**config.mk**
```make
export PLATFORM = sky130hd
export DESIGN_NAME = mtm_alu_deserializer
export DESIGN_NICKNAME = d
export VERILOG_FILES = /design/src/rtl/mtm_alu_pkg.sv /design/src/rtl/mtm_alu_packet_rx.sv /design/src/rtl/mtm_alu_deserializer.sv
export SDC_FILE = /design/constraint.sdc
export NUM_CORES = 1
export LEC_CHECK = 0
export ABC_AREA = 1
export ABC_CLOCK_PERIOD_IN_PS = 5800
export CAP_MARGIN = 20
export CORE_MARGIN = 1.5
export CORE_UTILIZATION = 50
export CTS_CLUSTER_DIAMETER = 80
export DETAILED_ROUTE_END_ITERATION = 12
export DONT_BUFFER_PORTS = 1
export GPL_TIMING_DRIVEN = 0
export PLACE_DENSITY = 0.72
export SLEW_MARGIN = 20
export SYNTH_ARGS = -nofsm -noshare
export SYNTH_HDL_FRONTEND = slang
export SYNTH_SLANG_ARGS = --single-unit
```
**constraint.sdc**
```tcl
create_clock -name clk -period 5.8 [get_ports clk]
set_input_delay 0.87 -clock clk [delete_from_list [all_inputs] [get_ports clk]]
set_output_delay 0.87 -clock clk [all_outputs]
set_load 0.01 [all_outputs]
```
**src/rtl/mtm_alu_pkg.sv**
```systemverilog
// Shared types, constants and helpers for the mtm_Alu serial front-end.
package mtm_alu_pkg;

    typedef enum logic [2:0] {
        OP_AND = 3'b000,
        OP_OR  = 3'b001,
        OP_ADD = 3'b100,
        OP_SUB = 3'b101
    } operation_t;

    localparam logic PKT_DATA = 1'b0;
    localparam logic PKT_CTL  = 1'b1;

    localparam int unsigned ERR_DATA_BIT = 2;
    localparam int unsigned ERR_CRC_BIT  = 1;
    localparam int unsigned ERR_OP_BIT   = 0;

    localparam int unsigned FRAME_BYTES = 8;

    // CRC-4 (x^4+x+1), init 0, bit 67 processed first
    function automatic logic [3:0] crc4_d68(input logic [67:0] d);
        logic [3:0] c;
        logic       fb;
        c = 4'b0000;
        for (int i = 67; i >= 0; i--) begin
            fb = c[3] ^ d[i];
            c  = {c[2:0], 1'b0} ^ {2'b00, fb, fb};
        end
        return c;
    endfunction

    function automatic logic op_is_valid(input logic [2:0] op);
        case (op)
            OP_AND, OP_OR, OP_ADD, OP_SUB: return 1'b1;
            default:                       return 1'b0;
        endcase
    endfunction

endpackage

```
**src/rtl/mtm_alu_packet_rx.sv**
```systemverilog
// Bit-level receiver: start, type, 8 payload bits MSB first, stop.
module mtm_alu_packet_rx (
    input  logic       clk,
    input  logic       rst,
    input  logic       sin,
    output logic       pkt_done_c,
    output logic       frame_err_c,
    output logic       rx_idle_c,
    output logic       pkt_type,
    output logic [7:0] pkt_payload
);

    localparam logic [2:0] S_IDLE      = 3'd0;
    localparam logic [2:0] S_TYPE      = 3'd1;
    localparam logic [2:0] S_PAYLOAD   = 3'd2;
    localparam logic [2:0] S_STOP      = 3'd3;
    localparam logic [2:0] S_WAIT_HIGH = 3'd4;

    logic [2:0] state_q, state_d;
    logic [2:0] bit_cnt_q, bit_cnt_d;
    logic       type_q, type_d;
    logic [7:0] payload_q, payload_d;

    always_ff @(posedge clk) begin
        if (rst) begin
            state_q   <= S_IDLE;
            bit_cnt_q <= 3'd0;
            type_q    <= 1'b0;
            payload_q <= 8'd0;
        end else begin
            state_q   <= state_d;
            bit_cnt_q <= bit_cnt_d;
            type_q    <= type_d;
            payload_q <= payload_d;
        end
    end

    // Done/error strobes are decoded in the stop-bit cycle so the frame logic can act on the same edge
    always_comb begin
        state_d     = state_q;
        bit_cnt_d   = bit_cnt_q;
        type_d      = type_q;
        payload_d   = payload_q;
        pkt_done_c  = 1'b0;
        frame_err_c = 1'b0;
        case (state_q)
            S_IDLE: begin
                if (!sin) state_d = S_TYPE;
            end
            S_TYPE: begin
                type_d    = sin;
                bit_cnt_d = 3'd0;
                state_d   = S_PAYLOAD;
            end
            S_PAYLOAD: begin
                payload_d = {payload_q[6:0], sin};
                bit_cnt_d = bit_cnt_q + 3'd1;
                if (bit_cnt_q == 3'd7) state_d = S_STOP;
            end
            S_STOP: begin
                if (sin) begin
                    pkt_done_c = 1'b1;
                    state_d    = S_IDLE;
                end else begin
                    frame_err_c = 1'b1;
                    state_d     = S_WAIT_HIGH;
                end
            end
            S_WAIT_HIGH: begin
                if (sin) state_d = S_IDLE;
            end
            default: state_d = S_IDLE;
        endcase
    end

    assign rx_idle_c   = (state_q == S_IDLE);
    assign pkt_type    = type_q;
    assign pkt_payload = payload_q;

endmodule

```
**src/rtl/mtm_alu_deserializer.sv**
```systemverilog
// Frame assembly for mtm_Alu: 8 data bytes + ctl packet -> operands, opcode, error flags.
module mtm_alu_deserializer
    import mtm_alu_pkg::*;
#(
    parameter int unsigned IDLE_TIMEOUT = 1024
) (
    input  logic        clk,
    input  logic        rst,
    input  logic        sin,
    output logic        out_valid,
    output logic [31:0] out_b,
    output logic [31:0] out_a,
    output logic [2:0]  out_op,
    output logic [2:0]  out_err
);

    localparam int unsigned TMR_W = $clog2(IDLE_TIMEOUT + 1);

    logic       pkt_done_c, frame_err_c, rx_idle_c, pkt_type;
    logic [7:0] pkt_payload;

    mtm_alu_packet_rx u_rx (
        .clk        (clk),
        .rst        (rst),
        .sin        (sin),
        .pkt_done_c (pkt_done_c),
        .frame_err_c(frame_err_c),
        .rx_idle_c  (rx_idle_c),
        .pkt_type   (pkt_type),
        .pkt_payload(pkt_payload)
    );

    logic [3:0]       byte_cnt_q, byte_cnt_d;
    logic [63:0]      shreg_q, shreg_d;
    logic [TMR_W-1:0] idle_cnt_q, idle_cnt_d;
    logic             out_valid_q, out_valid_d;
    logic [31:0]      out_b_q, out_b_d, out_a_q, out_a_d;
    logic [2:0]       out_op_q, out_op_d, out_err_q, out_err_d;

    logic       complete_c, err_data_c, err_crc_c, err_op_c, cnt_full_c;
    logic [3:0] crc_calc_c;

    always_ff @(posedge clk) begin
        if (rst) begin
            byte_cnt_q  <= 4'd0;
            shreg_q     <= 64'd0;
            idle_cnt_q  <= '0;
            out_valid_q <= 1'b0;
            out_b_q     <= 32'd0;
            out_a_q     <= 32'd0;
            out_op_q    <= 3'd0;
            out_err_q   <= 3'd0;
        end else begin
            byte_cnt_q  <= byte_cnt_d;
            shreg_q     <= shreg_d;
            idle_cnt_q  <= idle_cnt_d;
            out_valid_q <= out_valid_d;
            out_b_q     <= out_b_d;
            out_a_q     <= out_a_d;
            out_op_q    <= out_op_d;
            out_err_q   <= out_err_d;
        end
    end

    always_comb begin
        byte_cnt_d  = byte_cnt_q;
        shreg_d     = shreg_q;
        idle_cnt_d  = '0;
        out_valid_d = 1'b0;
        out_b_d     = out_b_q;
        out_a_d     = out_a_q;
        out_op_d    = out_op_q;
        out_err_d   = out_err_q;
        complete_c  = 1'b0;
        err_data_c  = 1'b0;
        cnt_full_c  = (byte_cnt_q == 4'(FRAME_BYTES));
        crc_calc_c  = crc4_d68({shreg_q, 1'b1, pkt_payload[6:4]});

        // Partial frame abandoned after a long idle gap
        if (byte_cnt_q != 4'd0 && rx_idle_c) begin
            if (idle_cnt_q == TMR_W'(IDLE_TIMEOUT - 1)) begin
                byte_cnt_d = 4'd0;
                shreg_d    = 64'd0;
            end else begin
                idle_cnt_d = idle_cnt_q + TMR_W'(1);
            end
        end

        if (frame_err_c) begin
            complete_c = 1'b1;
            err_data_c = 1'b1;
        end else if (pkt_done_c) begin
            if (pkt_type == PKT_CTL) begin
                complete_c = 1'b1;
                err_data_c = !cnt_full_c;
            end else if (cnt_full_c) begin
                complete_c = 1'b1;
                err_data_c = 1'b1;
            end else begin
                shreg_d    = {shreg_q[55:0], pkt_payload};
                byte_cnt_d = byte_cnt_q + 4'd1;
            end
        end

        err_crc_c = complete_c && !err_data_c && (crc_calc_c != pkt_payload[3:0]);
        err_op_c  = complete_c && !err_data_c && !err_crc_c && !op_is_valid(pkt_payload[6:4]);

        if (complete_c) begin
            out_valid_d            = 1'b1;
            out_b_d                = shreg_q[63:32];
            out_a_d                = shreg_q[31:0];
            out_op_d               = pkt_payload[6:4];
            out_err_d[ERR_DATA_BIT] = err_data_c;
            out_err_d[ERR_CRC_BIT]  = err_crc_c;
            out_err_d[ERR_OP_BIT]   = err_op_c;
            byte_cnt_d             = 4'd0;
            shreg_d                = 64'd0;
            idle_cnt_d             = '0;
        end
    end

    assign out_valid = out_valid_q;
    assign out_b     = out_b_q;
    assign out_a     = out_a_q;
    assign out_op    = out_op_q;
    assign out_err   = out_err_q;

endmodule

```
==> results of run 1 <==
==> what timing repair did <==
| action | CTS | global route |
|---|---|---|
| setup endpoints to repair | 2 | 2 |
| pin swaps | 13 | 38 |
| gates resized for setup | 23 | 164 |
| setup buffers | 0 | 2 |
| cloned | 0 | 0 |
==> cells by family (layout without fill, tap and decap cells) <==
family | count (synthesis) | in the layout
simple gates | 805 | 805
buf+inv | 172 | 206
flops | 165 | 165
fa+ha+maj | 6 | 6
compound gates | 164 | 164
xor+xnor | 10 | 10
==> routing by layer <==
metal  vias up  track usage  wire [um]
met5         -            0          0
met3        33       0.0499        938
met1      3735        0.315       9980
li1       4258            -          -
met4         0       0.0603        364
met2       141        0.379       9950
==> power groups by stage <==
| stage | clock, W | sequential (W) | combinational [W] |
|---|---|---|---|
| after floorplan | 0 | 0.00118 | 0.0000940 |
| after global placement | 0 | 0.00119 | 0.000119 |
| after detailed placement | 0 | 0.00119 | 0.000121 |
| after CTS | 0.00126 | 0.00116 | 0.000122 |
| after global routing | 0.00131 | 0.00116 | 0.000140 |
| final | 0.00125 | 0.00116 | 0.000121 |
==> path summary, 6_finish.rpt <==
kind / start / end / slack (ps) / depth (start not counted)
setup / recovery: shreg_q[61] / out_err[1] / -130 / 65
hold reg to reg: idle_cnt_q[0] / idle_cnt_q[0] / 460 / 1
setup reg to reg: shreg_q[61] / out_err[1] / -130 / 65
hold / removal: idle_cnt_q[0] / idle_cnt_q[0] / 460 / 1
==> worst register-to-register path: cells and delay by family, from the launching register on <==
kind          cells  cell delay [ps]
buf+inv           4              200
flops             1              370
simple gates     61             5240
==> synthesized netlist by cell type, types with 6 or more instances <==
cell type and count:
o21ai_0 80, dfxtp_1 165, inv_2 19, a21oi_1 80
inv_1 112, nand2_4 8, xor2_1 7, nand2_1 501
ha_1 6, clkbuf_1 34, nand3_2 11, nand2_2 88
nor2_1 30, nor3_1 8, nand3_1 147
==> flip-flops by register name, indices dropped and copies added (netlist names), 4 cells and up <==
| register | cells |
|---|---|
| byte_cnt_q | 4 |
| out_a | 32 |
| shreg_q | 64 |
| u_rx.pkt_payload | 8 |
| out_b | 32 |
| idle_cnt_q | 11 |
==> stage by stage <==
step	instances	total power, W	area [um2]
CTS	1574	0.00254	9580
global placement	1542	0.00131	8870
global route	1576	0.00261	10200
finish	1576	0.00253	10200
detailed placement	1542	0.00131	8870
floorplan	1322	0.00128	8590
==> area by class of cell <==
cell class	instances	area, um2
clock buffer	21	480
buffer	37	139
sequential	165	3330
multi-input combinational	985	5260
clock inverter	11	173
fill	1516	6510
inverter	135	519
tap	220	275
timing repair buffer	2	15.0
==> metrics.yaml, run 1 <==
outcome:
  status: "complete, but fails checks"
  violations: "negative setup slack"
logic_synthesis:
  ys.flop_type: "dfxtp_1"
  synth_top_family_by_area: "simple AND/OR/NAND/NOR gates"
  synth-simple-area-share: 0.422
  synth_warnings: 0
  synth.distinct_cells: 30
  synth-seq-cells: 165
  ys_seq_area_frac: 0.384
  synth_edf_count: 0
  async_flop_share: 0
  synth_top_area_share: 0.384
  synth_fa_ha_area_frac: 0.00874
  synthesis.nets: 1331
  synth.cell_area_um2: 8590
  synthMuxAreaShare: 0
  avgSynthCellArea_um2: 6.50
  syn_inst: 1322
  synth_compound_area_frac: 0.0965
  synth-xor-area-share: 0.0132
  yosys-top-cells-area: "dfxtp_1, nand2_1, nand3_1"
  yosys.area.top_type: "dfxtp_1"
drt:
  vias: 8167
  viasPerCell: 5.18
  drt_wl_total_mm: 21.2
  firstDrtPassIters: 6
  drc: 0
  wire_per_inst_um: 13.5
  ant_nets: 0
  drtIter0Drc: 513
timing:
  drv_slew: 0
  final_hold_viol_count: 0
  rsz0062_at_grt: "yes"
  timing.final.ws_setup_ps: -125
  post-route-period-util: 1.02
  fin_tns_setup_ps: -212
  finalSetupViolCount: 2
  worst_pin_slew_ps: 831
  finalCriticalPeriod_ps: 5930
  clock_skew_ps: 10.6
  fin_hold_ws_ps: 465
  clock.fmax_mhz: 169
  slew_headroom: 0.446
clock_tree:
  root_buffer: "clkbuf_16"
  cts.clk_slew.worst_paths_ps: 60
  h-tree-depth: 4
  cts_tree: "done"
  clock_path_buffers: 2
  cts-hold-fix-buffers: 0
  cts_buffers: 17
  clock_latency_ps: 430
  cts_sinks: 165
power_and_ir_drop:
  p_int_w: 0.00195
  ir_worst_vdd_mv: 0.229
  swShare: 0.229
  p_clk_frac: 0.493
  leakagePower_nw: 4.15
  combPwrFrac: 0.048
  power.density_nw_per_um2: 248
  power_frac_seq: 0.459
  p_sw_w: 0.000578
finish:
  final_layout_size_suffix_gt1_frac: 0.229
  final_cell_mix: "nand2_1, dfxtp_1, nand2_2, inv_1, nand3_1"
  final_util: 0.610
  syn_to_final_growth_pct: 18.6
  nNetsFinal: 1352
  num_antenna_cells: 0
  layout_commonest_cell: "nand2_1"
place:
  dp_slack_ps: -94.9
  gp_congestion: 0.842
  port_buffers: 0
  hpwl_mm: 15.0
grt:
  track_usage: 0.233
  overflow: 0
  grt_pass1_wl_mm: 34.2
  grt_pass1_vias: 7399
  grt_max_degree: 17
  antenna_found_initial: 0
setup_path:
  crit_buf_inv: 4
  crit_path_end_kind: "flip-flop"
  cp.required_ps: 6120
  arrival_ps: 6250
  worstSetupStartpointType: "flip-flop"
  crit_path_frequent_cell: "nand2_1"
  slowest_delay_ps: 370
  cp_top_family: "simple AND/OR/NAND/NOR gates"
  critPathMaxFanout: 5
  critical_path_class: "flip-flop to flip-flop"
  crit_path_top_delay_cell: "dfxtp_4"
floorplanning:
  dieArea_um2: 18000
  die_w_um: 134
  ios: 74
  fp.coreArea_um2: 16700
  start_util: 0.515
  rows: 47
  die_h_um: 134
hold_path:
  hp-class: "flip-flop to flip-flop"
flow_run:
  cap_violations: 0
Note: power is estimated with default switching activity, not from simulation.
==> run 2, diff against run 1 <==
SYNTH_HIERARCHICAL = 1   (was unset)
==> metrics.yaml, run 2 <==
power_and_ir_drop:
  ir_worst_vdd_mv: 0.230
  leakagePower_nw: 4.26
  power.density_nw_per_um2: 231
  power_w: 0.00242
finish:
  layout_commonest_cell: "nand2_1"
  final_util: 0.609
  syn_to_final_growth_pct: 20.0
  final_layout_size_suffix_gt1_frac: 0.254
  final_cell_mix: "nand2_1, dfxtp_1, nand2_2, inv_1, nand3_1"
  largest_register_ffs: 64
  num_antenna_cells: 0
  top_register: "shreg_q"
  fin_area_um2: 10500
  nNetsFinal: 1365
timing:
  timing.final.ws_setup_ps: -256
  slew_headroom: 0.462
  worst_pin_slew_ps: 807
  fin_hold_ws_ps: 454
  final_hold_viol_count: 0
  finalSetupViolCount: 2
  drv_slew: 0
  finalCriticalPeriod_ps: 6060
  clock.fmax_mhz: 165
  clock_skew_ps: 7.30
  rsz0062_at_grt: "yes"
  post-route-period-util: 1.04
flow_run:
  cap_violations: 0
logic_synthesis:
  synth.distinct_cells: 31
  synth.cell_area_um2: 8720
  yosys.area.top_type: "dfxtp_1"
  ys.flop_type: "dfxtp_1"
  synth_top_area_share: 0.379
  synthesis.nets: 1339
  syn_inst: 1330
  synth_warnings: 6
  synth-seq-cells: 165
  synth_common_cells: "nand2_1, dfxtp_1, nand3_1"
  avgSynthCellArea_um2: 6.56
  ys_seq_area_frac: 0.379
  yosysMostFrequentCell: "nand2_1"
  async_flop_share: 0
  synth_edf_count: 0
  yosys-top-cells-area: "dfxtp_1, nand2_1, nand3_1"
hold_path:
  hp-class: "flip-flop to flip-flop"
  hold-path-cell-count: 1
  holdCritStartpoint: "idle_cnt_q[0]"
  hold_end: "idle_cnt_q[0]"
setup_path:
  timing.rr.start: "shreg_q[61]"
  critical_path_class: "flip-flop to flip-flop"
  ff2ff_path_depth: 62
  critPathMaxFanout: 5
  worstSetupStartpointType: "flip-flop"
  r2r-end: "out_err[1]"
  slowest_delay_ps: 380
  crit_path_end_kind: "flip-flop"
  arrival_ps: 6380
  cp.required_ps: 6120
  crit_path_frequent_cell: "nand2_2"
  crit_path_top_delay_cell: "dfxtp_4"
  ff2ff_setup_slack_ps: -260
outcome:
  violations: "negative setup slack"
  status: "complete, but fails checks"
floorplanning:
  fp.coreArea_um2: 17200
  dieArea_um2: 18200
  rows: 48
  die_w_um: 135
  start_util: 0.508
  die_h_um: 135
  ios: 74
drt:
  drt_wl_total_mm: 22.1
  met2WireLength_mm: 10.7
  viasPerCell: 5.30
  top_layer: "met4"
  firstDrtPassIters: 5
  wl_met3_um: 974
  wl_met1_mm: 9.97
  vias: 8443
  drc: 0
  wire_per_inst_um: 13.9
  ant_nets: 0
  drtIter0Drc: 507
place:
  port_buffers: 0
  hpwl_mm: 15.1
  dp_slack_ps: -225
  place_area_um2: 9000
  gp_congestion: 0.847
clock_tree:
  cts_sinks: 165
  h-tree-depth: 4
  clock_path_buffers: 2
  cts_tree: "done"
  clock_latency_ps: 440
  cts-hold-fix-buffers: 0
  root_buffer: "clkbuf_16"
  cts.clk_slew.worst_paths_ps: 70
  cts_buffers: 17
grt:
  track_usage: 0.243
  grt_pass1_vias: 7814
  overflow: 0
  grt_max_degree: 17
  antenna_found_initial: 0
  grt_pass1_wl_mm: 35.8
==> run 2: cell count changes after synthesis, moves of 4 or more <==
cell	change
nand2_4	+6
nand2_1	-40
nand3_1	+11
nor3b_1	-4
nand2_2	+18
nor2_1	+17
==> run 2: worst max-delay path: cells and delay by family, from the launching register on <==
kind	cells	cell delay (ps)
flip-flops	1	380
XOR/XNOR	2	360
AND/OR/NAND/NOR	54	4590
AO/OA/AOI/OAI	1	170
buffers and inverters	5	380
==> run 2: metrics by stage <==
step,cells,TNS [ps]
2_1_floorplan,1330,0
3_3_place_gp,1555,-30.2
3_5_place_dp,1555,-277
4_1_cts,1591,0
5_1_grt,1594,-1550
6_report,1594,-481
==> run 2: layer usage <==
metal  vias to the layer above  global-route usage
met1                      3940               0.314
met2                       187               0.405
li1                       4276                   -
met5                         -                   0
met4                         0              0.0920
met3                        40              0.0428
==> run 2: worst max path at each step <==
stage / start / cells after the start / slack, ps / endpoint
2_1_floorplan: shreg_q[61] / 66 / 780 / out_err[1]
3_3_place_gp: shreg_q[62] / 61 / -30 / out_err[1]
3_5_place_dp: shreg_q[62] / 65 / -220 / out_err[1]
4_1_cts: shreg_q[61] / 70 / 2 / out_err[1]
5_1_grt: shreg_q[61] / 62 / -800 / out_err[1]
6_report: shreg_q[61] / 62 / -260 / out_err[1]
==> run 2: cell families after synthesis <==
family	synth area share
and+or+nand+nor	0.432
buffers and inverters	0.0766
DFF	0.379
AOI/OAI and AO/OA	0.0920
xor gates and xnor gates	0.0121
adders and majority gates	0.00861
==> run 2: report_power, final <==
part	internal (W)	total, W	switching (W)
clock	0.000610	0.00112	0.000506
sequential	0.00114	0.00116	0.0000189
combinational	0.0000435	0.000136	0.0000929
==> run 2: layout make-up <==
| class | instances | area, um2 |
|---|---|---|
| Sequential cell | 165 | 3320 |
| Fill cell | 1579 | 6720 |
| Clock inverter | 13 | 124 |
| Timing Repair Buffer | 7 | 56.3 |
| Tap cell | 225 | 282 |
| Buffer | 36 | 154 |
| Multi-Input combinational cell | 992 | 5560 |
| Inverter | 137 | 519 |
| Clock buffer | 19 | 443 |
==> run 2: timing repair <==
action	CTS	global route
setup buffers	4	3
pin swaps	35	78
gates resized for setup	94	119
cloned	0	0
setup endpoints to repair	2	2
==> run 3, diff against run 2 <==
CELL_PAD_IN_SITES_DETAIL_PLACEMENT = 1   (was unset)
CELL_PAD_IN_SITES_GLOBAL_PLACEMENT = 1   (was unset)
CORE_ASPECT_RATIO = 1.4   (was unset)
CORE_UTILIZATION = 46   (was 50)
PLACE_DENSITY = 0.91   (was 0.72)
==> metrics.yaml, run 3 (synthesis results as in run 2) <==
power_and_ir_drop:
  p_int_w: 0.00183
  p_sw_w: 0.000678
  power.density_nw_per_um2: 230
  leakagePower_nw: 4.39
  swShare: 0.270
  ir_worst_vdd_mv: 0.230
  power_frac_seq: 0.465
  combPwrFrac: 0.063
  p_clk_frac: 0.472
setup_path:
  worstSetupStartpointType: "flip-flop"
  cp_top_family: "simple AND/OR/NAND/NOR gates"
  arrival_ps: 7250
  crit_path_top_delay_cell: "dfxtp_4"
  critPathMaxFanout: 6
  crit_buf_inv: 7
  ff2ff_setup_slack_ps: -1120
  cp.required_ps: 6130
  crit_path_frequent_cell: "nand2_4"
  crit_path_end_kind: "flip-flop"
  critical_path_class: "flip-flop to flip-flop"
  slowest_delay_ps: 390
clock_tree:
  cts_buffers: 17
  cts-hold-fix-buffers: 0
  cts_sinks: 165
  clock_path_buffers: 2
  root_buffer: "clkbuf_16"
  h-tree-depth: 4
  clock_latency_ps: 450
  cts.clk_slew.worst_paths_ps: 70
  cts_tree: "done"
finish:
  syn_to_final_growth_pct: 25.0
  fillCellCount: 2398
  top_register: "shreg_q"
  largest_register_ffs: 64
  num_antenna_cells: 0
  final_layout_size_suffix_gt1_frac: 0.279
  fin_area_um2: 10900
  final_cell_mix: "nand2_1, dfxtp_1, nand2_2, inv_1, nand3_1"
  nNetsFinal: 1367
  layout_commonest_cell: "nand2_1"
place:
  place_area_um2: 9030
  dp_slack_ps: -330
  hpwl_mm: 18.9
  port_buffers: 0
  gp_congestion: 0.853
timing:
  final_hold_viol_count: 0
  rsz0062_at_grt: "yes"
  drv_slew: 0
  clock.fmax_mhz: 145
  timing.final.ws_setup_ps: -1120
  finalCriticalPeriod_ps: 6920
  slew_headroom: 0.410
  clock_skew_ps: 10.2
  finalSetupViolCount: 2
  post-route-period-util: 1.19
  worst_pin_slew_ps: 884
hold_path:
  hp-class: "flip-flop to flip-flop"
drt:
  firstDrtPassIters: 5
  drc: 0
  viasPerCell: 6.02
  vias: 9728
  drt_wl_total_mm: 36.6
  ant_nets: 0
  wire_per_inst_um: 22.6
  drtIter0Drc: 590
outcome:
  status: "complete, but fails checks"
  violations: "negative setup slack"
floorplanning:
  fp.coreArea_um2: 18600
  ios: 74
  rows: 59
  start_util: 0.469
  die_h_um: 166
  dieArea_um2: 19800
  die_w_um: 119
grt:
  overflow: 0
  grt_pass1_wl_mm: 47.6
  grt_pass1_vias: 9844
  track_usage: 0.297
  antenna_found_initial: 0
  grt_max_degree: 17
flow_run:
  cap_violations: 0
[run 3: power groups by stage]
stage	Combinational, W	Clock, W	Sequential [W]
after floorplan	0.000101	0	0.00118
after global routing	0.000172	0.00122	0.00117
after CTS	0.000145	0.00116	0.00117
final	0.000158	0.00119	0.00117
after detailed placement	0.000135	0	0.00119
after global placement	0.000130	0	0.00119
[run 3: through the flow]
step           total power [W]  std cells  utilization  TNS, ps  hold slack [ps]
2_1_floorplan          0.00129       1330            -        0              418
3_3_place_gp           0.00132       1574        0.485    -13.2              429
3_5_place_dp           0.00133       1574        0.485     -617              447
4_1_cts                0.00247       1609        0.547     -539              463
5_1_grt                0.00256       1615        0.586    -2950              471
6_report               0.00251       1615        0.586    -2160              478
[run 3: routing by layer]
metal | routed length, um | global-route usage
met5 | 0 | 0
met4 | 2800 | 0.181
met3 | 1700 | 0.0512
met2 | 19200 | 0.559
met1 | 12900 | 0.302
[run 3: layout make-up]
cell class / instances / area [um2] / share of cell area
clock buffers: 21 / 480 / 0.0441
inverters: 137 / 522 / 0.0479
plain buffers: 36 / 154 / 0.0141
repair buffers: 9 / 67.6 / 0.00620
clock inverters: 11 / 113 / 0.0103
flip-flops and latches: 165 / 3320 / 0.305
multi-input cells: 992 / 5930 / 0.544
well taps: 244 / 305 / 0.0280
[run 3: repair_timing]
action | CTS | global route
endpoints found under the setup margin | 2 | 2
gates resized for setup | 143 | 148
pin swaps | 72 | 81
buffers inserted | 3 | 6
[run 3: worst paths after layout]
kind | startpoint | end | cells after the start
worst max-delay path | shreg_q[61] | out_err[1] | 66
worst min register to register | u_rx/bit_cnt_q[1] | u_rx/bit_cnt_q[1] | 2
worst max register to register | shreg_q[61] | out_err[1] | 66
worst min-delay path | u_rx/bit_cnt_q[1] | u_rx/bit_cnt_q[1] | 2
[run 3: worst reg2reg max path, delay by kind of cell, from the launching register on]
kind / cells / cell delay [ps]
simple gates: 58 / 5740
buf+inv: 7 / 490
flops: 1 / 390
compound gates: 1 / 160
